File: src/rtl/id_ex_reg.sv
// Decode-to-execute pipeline register with load-use bubble insertion, hold/flush handling
// and hold-time operand refresh. Define ID_EX_WB_BYPASS_EN to bypass same-cycle writeback data at load.
module id_ex_reg #(
  parameter int unsigned XLEN  = 32,
  parameter int unsigned CNT_W = 16
) (
  input  logic             clk,
  input  logic             rst,
  input  logic             id_valid,
  input  logic [XLEN-1:0]  id_pc,
  input  logic [4:0]       id_rs1,
  input  logic [4:0]       id_rs2,
  input  logic [4:0]       id_rd,
  input  logic [XLEN-1:0]  id_rd1,
  input  logic [XLEN-1:0]  id_rd2,
  input  logic [XLEN-1:0]  id_imm,
  input  logic [9:0]       id_ctrl,
  input  logic             wb_we,
  input  logic [4:0]       wb_rd,
  input  logic [XLEN-1:0]  wb_data,
  input  logic             hold_i,
  input  logic             flush_i,
  output logic             stall_o,
  output logic             ex_valid,
  output logic [XLEN-1:0]  ex_pc,
  output logic [4:0]       ex_rs1,
  output logic [4:0]       ex_rs2,
  output logic [4:0]       ex_rd,
  output logic [XLEN-1:0]  ex_op1,
  output logic [XLEN-1:0]  ex_op2,
  output logic [XLEN-1:0]  ex_imm,
  output logic [9:0]       ex_ctrl,
  output logic [CNT_W-1:0] bubble_cnt
);

  localparam int unsigned MEM_RD_BIT = 7;

  logic             ex_valid_q, ex_valid_d;
  logic [XLEN-1:0]  ex_pc_q, ex_pc_d;
  logic [4:0]       ex_rs1_q, ex_rs1_d;
  logic [4:0]       ex_rs2_q, ex_rs2_d;
  logic [4:0]       ex_rd_q, ex_rd_d;
  logic [XLEN-1:0]  ex_op1_q, ex_op1_d;
  logic [XLEN-1:0]  ex_op2_q, ex_op2_d;
  logic [XLEN-1:0]  ex_imm_q, ex_imm_d;
  logic [9:0]       ex_ctrl_q, ex_ctrl_d;
  logic [CNT_W-1:0] bubble_cnt_q, bubble_cnt_d;

  logic            haz;
  logic [XLEN-1:0] op1_ld, op2_ld;

  assign haz = ex_valid_q & ex_ctrl_q[MEM_RD_BIT] & id_valid & (ex_rd_q != '0)
             & ((ex_rd_q == id_rs1) | (ex_rd_q == id_rs2));
  assign stall_o = (haz | hold_i) & ~flush_i;

  always_comb begin
`ifdef ID_EX_WB_BYPASS_EN
    op1_ld = (wb_we && (wb_rd != '0) && (wb_rd == id_rs1)) ? wb_data : id_rd1;
    op2_ld = (wb_we && (wb_rd != '0) && (wb_rd == id_rs2)) ? wb_data : id_rd2;
`else
    op1_ld = id_rd1;
    op2_ld = id_rd2;
`endif
  end

  always_comb begin
    ex_valid_d   = ex_valid_q;
    ex_pc_d      = ex_pc_q;
    ex_rs1_d     = ex_rs1_q;
    ex_rs2_d     = ex_rs2_q;
    ex_rd_d      = ex_rd_q;
    ex_op1_d     = ex_op1_q;
    ex_op2_d     = ex_op2_q;
    ex_imm_d     = ex_imm_q;
    ex_ctrl_d    = ex_ctrl_q;
    bubble_cnt_d = bubble_cnt_q;
    if (flush_i || (!hold_i && !haz)) begin
      ex_valid_d = id_valid;
      ex_pc_d    = id_pc;
      ex_rs1_d   = id_rs1;
      ex_rs2_d   = id_rs2;
      ex_rd_d    = id_rd;
      ex_op1_d   = op1_ld;
      ex_op2_d   = op2_ld;
      ex_imm_d   = id_imm;
      ex_ctrl_d  = id_ctrl;
      // flush loads the datapath fields but kills the instruction
      if (flush_i) begin
        ex_valid_d = 1'b0;
        ex_ctrl_d  = '0;
      end
    end else if (hold_i) begin
      if (wb_we && (wb_rd != '0) && (wb_rd == ex_rs1_q)) ex_op1_d = wb_data;
      if (wb_we && (wb_rd != '0) && (wb_rd == ex_rs2_q)) ex_op2_d = wb_data;
    end else begin
      ex_valid_d = 1'b0;
      ex_ctrl_d  = '0;
      if (bubble_cnt_q != '1) bubble_cnt_d = bubble_cnt_q + CNT_W'(1);
    end
  end

  always_ff @(posedge clk or negedge rst) begin
    if (!rst) begin
      ex_valid_q   <= 1'b0;
      ex_pc_q      <= '0;
      ex_rs1_q     <= '0;
      ex_rs2_q     <= '0;
      ex_rd_q      <= '0;
      ex_op1_q     <= '0;
      ex_op2_q     <= '0;
      ex_imm_q     <= '0;
      ex_ctrl_q    <= '0;
      bubble_cnt_q <= '0;
    end else begin
      ex_valid_q   <= ex_valid_d;
      ex_pc_q      <= ex_pc_d;
      ex_rs1_q     <= ex_rs1_d;
      ex_rs2_q     <= ex_rs2_d;
      ex_rd_q      <= ex_rd_d;
      ex_op1_q     <= ex_op1_d;
      ex_op2_q     <= ex_op2_d;
      ex_imm_q     <= ex_imm_d;
      ex_ctrl_q    <= ex_ctrl_d;
      bubble_cnt_q <= bubble_cnt_d;
    end
  end

  assign ex_valid   = ex_valid_q;
  assign ex_pc      = ex_pc_q;
  assign ex_rs1     = ex_rs1_q;
  assign ex_rs2     = ex_rs2_q;
  assign ex_rd      = ex_rd_q;
  assign ex_op1     = ex_op1_q;
  assign ex_op2     = ex_op2_q;
  assign ex_imm     = ex_imm_q;
  assign ex_ctrl    = ex_ctrl_q;
  assign bubble_cnt = bubble_cnt_q;

endmodule
File: config.mk
export PLATFORM = sky130hd
export DESIGN_NAME = id_ex_reg
export DESIGN_NICKNAME = d
export VERILOG_FILES = /design/src/rtl/id_ex_reg.sv
export SDC_FILE = /design/constraint.sdc
export NUM_CORES = 1
export LEC_CHECK = 0
export CAP_MARGIN = 15
export CORE_AREA = 2 2 141 143
export DETAILED_ROUTE_END_ITERATION = 10
export DIE_AREA = 0 0 143 145
export GPL_TIMING_DRIVEN = 0
export PLACE_DENSITY = 0.86
export SYNTH_ARGS = -nofsm -noshare
export SYNTH_HDL_FRONTEND = slang
export SYNTH_SLANG_ARGS = --single-unit
File: constraint.sdc
create_clock -name clk -period 6.1 [get_ports clk]
set_clock_uncertainty 0.05 [all_clocks]
set_input_delay 1.83 -clock clk [delete_from_list [all_inputs] [get_ports clk]]
set_output_delay 1.83 -clock clk [all_outputs]
set_load 0.01 [all_outputs]
==> results <==
- Once layout is complete, the utilization of the core stands at between 60% and 70%.
- TritonCTS built the clock tree.
- STA puts the critical path data required time at 4.22 ns.
- Overall power consumption after layout is estimated at 2.98 mW.
- Max-cap violations in this run came to 0.
- The worst path meets setup with roughly 0.15 ns of slack.
- The total power divided by cell area is 235 nW/um^2.
- By startpoint and endpoint, the worst setup path is classified as input pin to primary output.
- Across all layers, the routed design uses about 6000 vias.
- The area of the mapped netlist is 8060 sq um.
- The critical path runs through a total of 9 cells.
- The leakage power of the design is 5.29 nW.
- The arrival time at the worst endpoint is 4.07 ns.
- The worst hold path begins at ex_pc[9]$_DFFE_PN0N_.
- The fraction of layout instances using a drive strength above 1 is 28.2%.
- The slew at the pin with the worst max-slew slack is 0.976 ns.
- In the post-synthesis netlist, the cell with the most instances is dfrtp_1.
- On the worst path, the slowest cell contributes a delay of approximately 0.57 ns.
- After detailed routing, the average wire length per cell comes to approximately 20 microns.
- The number of slew-limit violations in the final report is 0.
- The area enclosed by the die boundary is 20700 sq um.
- The tree is rooted in a clkbuf_16.
- The die extent in y is roughly 150 microns.
- The initial utilization of the core area, before any placement, comes to 42.0%.
- The startpoint type of the worst setup path is an input pin.
- The synthesis warning total is 0.
- The path type of the worst min-delay path is flop to flop.
- The top cell family by delay on the critical path is buffers and inverters.
- Once placement finished, the instance area stood at 12100 sq um.
- After the last flow step, the layout net total stands at 1113.
- The worst register-to-register path begins at ex_rd[2]$_DFFE_PN0N_.
- The average cell area after synthesis is roughly 15 sq um.
- The maximum number of pins on one net before global-route repair is 95.
- During placement, the flow inserted port buffers numbering 365.
- Across the VDD grid, the largest voltage drop is slightly below 200 uV.
- The count of endpoints failing hold in the final timing report is 0.
- The CTS clock-pin slew for the worst setup and hold paths is 0.06 ns.
- The gate count of the mapped netlist is 530.
- The total clock buffers created by CTS is 17.
- After synthesis, the netlist uses 33 different library cells.
- Global routing finished with a remaining overflow of 0.
- Along the worst hold path, the cell count comes to 1.
- Row generation in the floorplan step produced between 50 and 60 rows.
- The worst path buffer plus inverter count is 5.
- The largest driver fanout on the critical path is 10.
- The synthesized design contains 0 enable-type register cells.
- Among all stages on the critical path, the largest delay is contributed by clkdlybuf4s50_1.
- The global-route wire length before repair is ~36000 microns.
- Before antenna repair, the detailed router went through 4 iterations.
- Derived from the worst setup path, the maximum achievable clock frequency is 168 MHz.
- The number of nets handed over by synthesis was just over 700.
- In the global route stage, overall resource usage came out at 23.0%.
- Among all flip-flop cells after synthesis, the most frequent one is dfrtp_1.
- Setup repair after global routing left no endpoint under its margin.
- The initial detailed-routing violation count is 169.
- The worst path uses 97.6% of the clock period.
- The signal on the critical path passes through clkdlybuf4s50_1 -> xnor2_1 -> nand3_1 -> o22ai_4 -> a21oi_4 -> inv_2 -> buf_6 -> buf_6 -> clkdlybuf4s50_1.
- After synthesis, the most frequently instantiated cells are dfrtp_1 (170), mux2_4 (109), mux2_2 (99).
- The number of antenna violations at the first check in global routing is 2.
- Counting cells, the worst reg-to-reg path comes to 8.
- At the end of routability-driven placement, the weighted congestion stood at 0.815.
- The core area is 19200 sq um.
- At the later pin of the worst-skew pair, clock insertion delay measures 0.42 ns.
- In the post-synthesis netlist, the biggest area contributors are dfrtp_1 (53%), mux2_4 (20%), mux2_2 (14%).
- The clock passes through at most 2 buffers.
- The flow ran to the end, and the final reports show no timing, DRC or antenna violations.
- The synthesized design devotes to its leading area cell type between 50% and 60% of total area.
- The capturing element type of the critical path is a primary output.
- After synthesis, the share of flip-flops with an asynchronous set or reset is 100%.
- The register area share after synthesis is between 50% and 60%.
- In this run the worst setup path begins at id_rs2[2].
- In this run the count of I/O pins placed on the die edge is ~370.
- The via count normalized by instance count is 4.93.
- At the placement stage, the worst setup path has a slack of -0.350 ns.
- The total DRC errors in the routed layout is 0.
- The count of nets left with antenna violations once routing finished came out at 0.
- The flip-flop and latch count after synthesis is 170.
- The area growth from synthesis to layout is 57.3%.
- Summed over all layers, the routed wires come to roughly 24000 microns.
- The number of global-route vias before repair came to ~6300.
- The clock period minus final worst setup slack is 5.95 ns.
- Clock tree synthesis found a total of 170 sinks.
- The H-tree was split into 4 levels.
- Measured against its own limit, the worst slew margin works out to 34.8%.
- Setup violations remaining at the end of the flow were counted as 0.
- The horizontal extent of the die is 143 microns.
- dfrtp_1 takes more of the synthesized area than any other cell.
- The finished cells cover 12700 sq um.
- The half-perimeter wire length of the detailed placement result is ~19000 microns.
[cell usage in the layout (no fill, tap or decap), types with 7 or more instances in the layout]
cell type | netlist | final
a21oi_1 | 11 | 11
dfrtp_1 | 170 | 170
nand3_1 | 10 | 10
buf_6 | 13 | 13
clkdlybuf4s50_1 | 0 | 364
xnor2_1 | 28 | 28
nand2_1 | 17 | 17
mux2_4 | 109 | 109
clkbuf_16 | 0 | 17
nand4_1 | 9 | 9
o211ai_1 | 11 | 11
clkbuf_1 | 7 | 10
xor2_1 | 7 | 7
mux2_2 | 99 | 99
[logic make-up (layout without fill, tap and decap cells)]
kind of cell | Yosys count | count (layout) | share of synthesized area [%]
compound gates | 28 | 28 | 2.73
mux | 208 | 208 | 34.1
other cells | 0 | 2 | 0
flops | 170 | 170 | 52.8
fa+ha+maj | 1 | 1 | 0.155
simple gates | 58 | 58 | 3.80
xor+xnor | 35 | 35 | 3.80
buf+inv | 30 | 429 | 2.64
[cell type report]
| type | instances | area, sq um |
|---|---|---|
| timing repair buffer | 367 | 3690 |
| fill | 1411 | 6520 |
| buffer | 28 | 205 |
| clock buffer | 20 | 437 |
| antenna | 2 | 5.00 |
| tap | 265 | 332 |
| multi-input combinational | 330 | 3610 |
| inverter | 2 | 7.51 |
| clock inverter | 12 | 139 |
| sequential | 170 | 4250 |
[timing repair]
action	4_1_cts	5_1_grt
gates resized for setup	2	0
hold buffers	0	0
setup buffers	1	0
endpoints found under the setup margin	1	0
[power by group]
group / leakage [nW] / switching (mW) / total [mW] / internal [mW]
Sequential: 2.04 / 0.0545 / 1.27 / 1.21
Combinational: 2.99 / 0.224 / 0.642 / 0.419
Clock: 0.268 / 0.467 / 1.08 / 0.609
Total: 5.29 / 0.745 / 2.98 / 2.24
[sequential cells by signal, indices dropped and copies added (netlist names)]
signal      flops
bubble_cnt     16
ex_ctrl        10
ex_imm         32
ex_op1         32
ex_op2         32
ex_pc          32
ex_rd           5
ex_rs1          5
ex_rs2          5
ex_valid        1
[stage by stage]
stage                     hold WS [ns]  instances  TNS [ns]
final                            0.456       1196         0
after global routing             0.467       1195         0
after CTS                        0.456       1194         0
after detailed placement         0.442       1161    -0.350
after global placement           0.434       1160   -682.81
after floorplan                  0.475        530         0
[metal layers]
layer / GRT usage, % / wire length, microns / up-vias
met5: 0 / 0 / -
met3: 8.09 / 2080 / 31
li1: - / - / 2684
met1: 25.6 / 8950 / 2935
met2: 41.3 / 12600 / 245
met4: 6.29 / 454 / 0
[final timing paths]
kind / to / slack [ns]
worst max-delay path: stall_o / 0.15
min in group asynchronous: ex_ctrl[6]$_DFFE_PN0P_ / 1.30
worst max register to register: ex_op2[20]$_DFFE_PN0P_ / 3.46
worst min-delay path: ex_pc[9]$_DFFE_PN0N_ / 0.46
worst min register to register: ex_pc[9]$_DFFE_PN0N_ / 0.46
max in group asynchronous: ex_op2[9]$_DFFE_PN0P_ / 3.80
(Power assumes the default switching activity.)
==> variant: new RTL, config.mk and constraints unchanged <==
Put one more register stage on the output `bubble_cnt`, with the module's reset. The value now appears one clock later. The other outputs are not delayed to match.
--- a/src/rtl/id_ex_reg.sv
+++ b/src/rtl/id_ex_reg.sv
@@ -135,5 +135,11 @@
   assign ex_imm     = ex_imm_q;
   assign ex_ctrl    = ex_ctrl_q;
-  assign bubble_cnt = bubble_cnt_q;
+  always_ff @(posedge clk or negedge rst) begin
+    if (!rst) begin
+      bubble_cnt <= '0;
+    end else begin
+      bubble_cnt <= bubble_cnt_q;
+    end
+  end
 
 endmodule
Formal check against the unedited RTL: not equivalent (Yosys sat finds a counterexample within 4 cycles, from zero or initial values and one cycle with rst low).
==> variant against the unedited design <==
  * Worst setup slack better by 28 ps
  * Critical path depth unchanged
  * Design area down 2.5%
  * Area after synthesis down 4.1%
  * Worst hold slack worse by 66 ps
  * Sequential cell count up 16
  * Power up 1.6%
  * Highest routed layer unchanged
  * Routed wire length up 2.1%
==> variant: results (changes against the unedited design) <==
* Outcome: finished, final reports clean
* Met2 wire len at 12,400 microns (-1.8%)
* WHS Path Cells at 0 (-1)
* Syn Nets at 809 (+11%)
* Logic pwr share at 18.2% (-3.3 points)
* Max clock buf depth at 2 (unchanged)
* VDD IR max at 0.000180 V (-9.2%)
* CTS Buf Count at 17 (unchanged)
* Port Buffer Count at 366 (+0.27%)
* Initial antenna violation count at 1 (-1)
* Most used DFF post-synth: dfrtp_1
* Seq power at 1370 uW (+8%)
* Register area share after synthesis at 60.2% (+7.4 points)
* LEAKAGE at 0.00562 uW (+6.1%)
* Hold Crit Class: reg2reg
* Max FO, Critical Path at 10 (unchanged)
* Metal1 wirelength at 9750 microns (+8.9%)
* Met1 usage at 28.1% (+2.5 points)
* Routing usage on met3 at 6.73% (-1.4 points)
* Count of different cell masters after synthesis at 35 (+6.1%)
* WL met3 at 1810 microns (-13%)
* Layout net count at 1,196 (+7.5%)
* Synthesis Warnings at 0 (unchanged)
* Pin count of the biggest net entering global routing at 103 (+8.4%)
* Clock-pin slew on the worst setup and hold paths at 80 ps (+20 ps)
* Post-CTS Setup Bufs at 1 (unchanged)
* Placement Setup Slack at -39.8 ps (+311 ps)
* Share of the synthesized area in the top cell type at 60.2% (+7.4 points)
* Starting DRT DRC Count at 231 (+37%)
* Met2 usage at 41.1% (-0.22 points)
* Share of cells above drive strength 1 at 9.09% (-19 points)
* Critical Path AT at 4050 ps (-20 ps)
* Clock Latency Late Sink at 430 ps
* WL/cell at 19.2 microns (-4.4%)
* Htree depth at 4 (unchanged)
* Psw at 821 uW (+10%)
* Actual slew at the worst max-slew pin at 702 ps (-274 ps)
* Vias at 6,326 (+7.3%)
* Final HPWL DP at 18,500 microns (-1.0%)
* # fillers at 1,460 (+3.5%)
* First-pass GRT wire length at 37,600 microns (+3.7%)
* Commonest cells post-synth: dfrtp_1 (186), nand2_1 (84), mux2i_1 (64)
* GR Util All Layers at 23.8% (+0.74 points)
* GP Congestion at 0.811 (-0.58%)
* CTS-repair resized insts at 0 (-2)
* Synth area leaders: dfrtp_1 (60%), mux2i_1 (8.3%), mux2_1 (7.3%)
* Vias in the first global route at 6,752 (+7.5%)
* R2R depth at 8 (unchanged)
variant: logic make-up (layout without fill, tap and decap cells):
family	Yosys count	after routing	synth area share [%]
AO/OA/AOI/OAI	81	81	5.84
XOR/XNOR	35	35	3.96
adder cells (fa/ha/maj)	1	1	0.162
buffers and inverters	34	434	2.49
flip-flops	186	186	60.2
multiplexers	144	144	19.9
other	0	1	0
AND/OR/NAND/NOR	131	131	7.41
variant: final timing paths:
kind	startpoint	endpoint	slack [ps]
max in group asynchronous	rst	ex_rs1[4]	3770
min in group asynchronous	rst	ex_pc[25]	1310
setup reg to reg	ex_rd[1]	ex_imm[28]	3320
hold / removal	bubble_cnt_q[1]	bubble_cnt[1]	390
hold reg to reg	bubble_cnt_q[1]	bubble_cnt[1]	390
setup / recovery	id_rs2[0]	stall_o	170
variant: stage by stage:
| step | cells | power [uW] | cell area (sq um) |
|---|---|---|---|
| finish | 1278 | 3030 | 12400 |
| floorplan | 612 | 1560 | 7730 |
| detailed placement | 1244 | 1950 | 11800 |
| global placement | 1243 | 1930 | 11700 |
| CTS | 1277 | 3060 | 12400 |
| global route | 1278 | 3160 | 12400 |
variant: final cells by class:
| type | count | area share, % |
|---|---|---|
| Timing Repair Buffer | 368 | 30.0 |
| Buffer | 32 | 1.50 |
| Multi-Input combinational cell | 392 | 23.4 |
| Clock buffer | 18 | 3.55 |
| Tap cell | 265 | 2.68 |
| Antenna cell | 1 | 0.0202 |
| Sequential cell | 186 | 37.6 |
| Clock inverter | 14 | 1.19 |
| Inverter | 2 | 0.0607 |
variant: critical path, stage by stage:
cell and delay [ps]:
clkdlybuf4s50_1 570, xnor2_1 140, nand3_1 130, o22ai_2 260
a2bb2oi_4 100, buf_4 190, buf_2 200, inv_1 80
clkdlybuf4s50_1 540
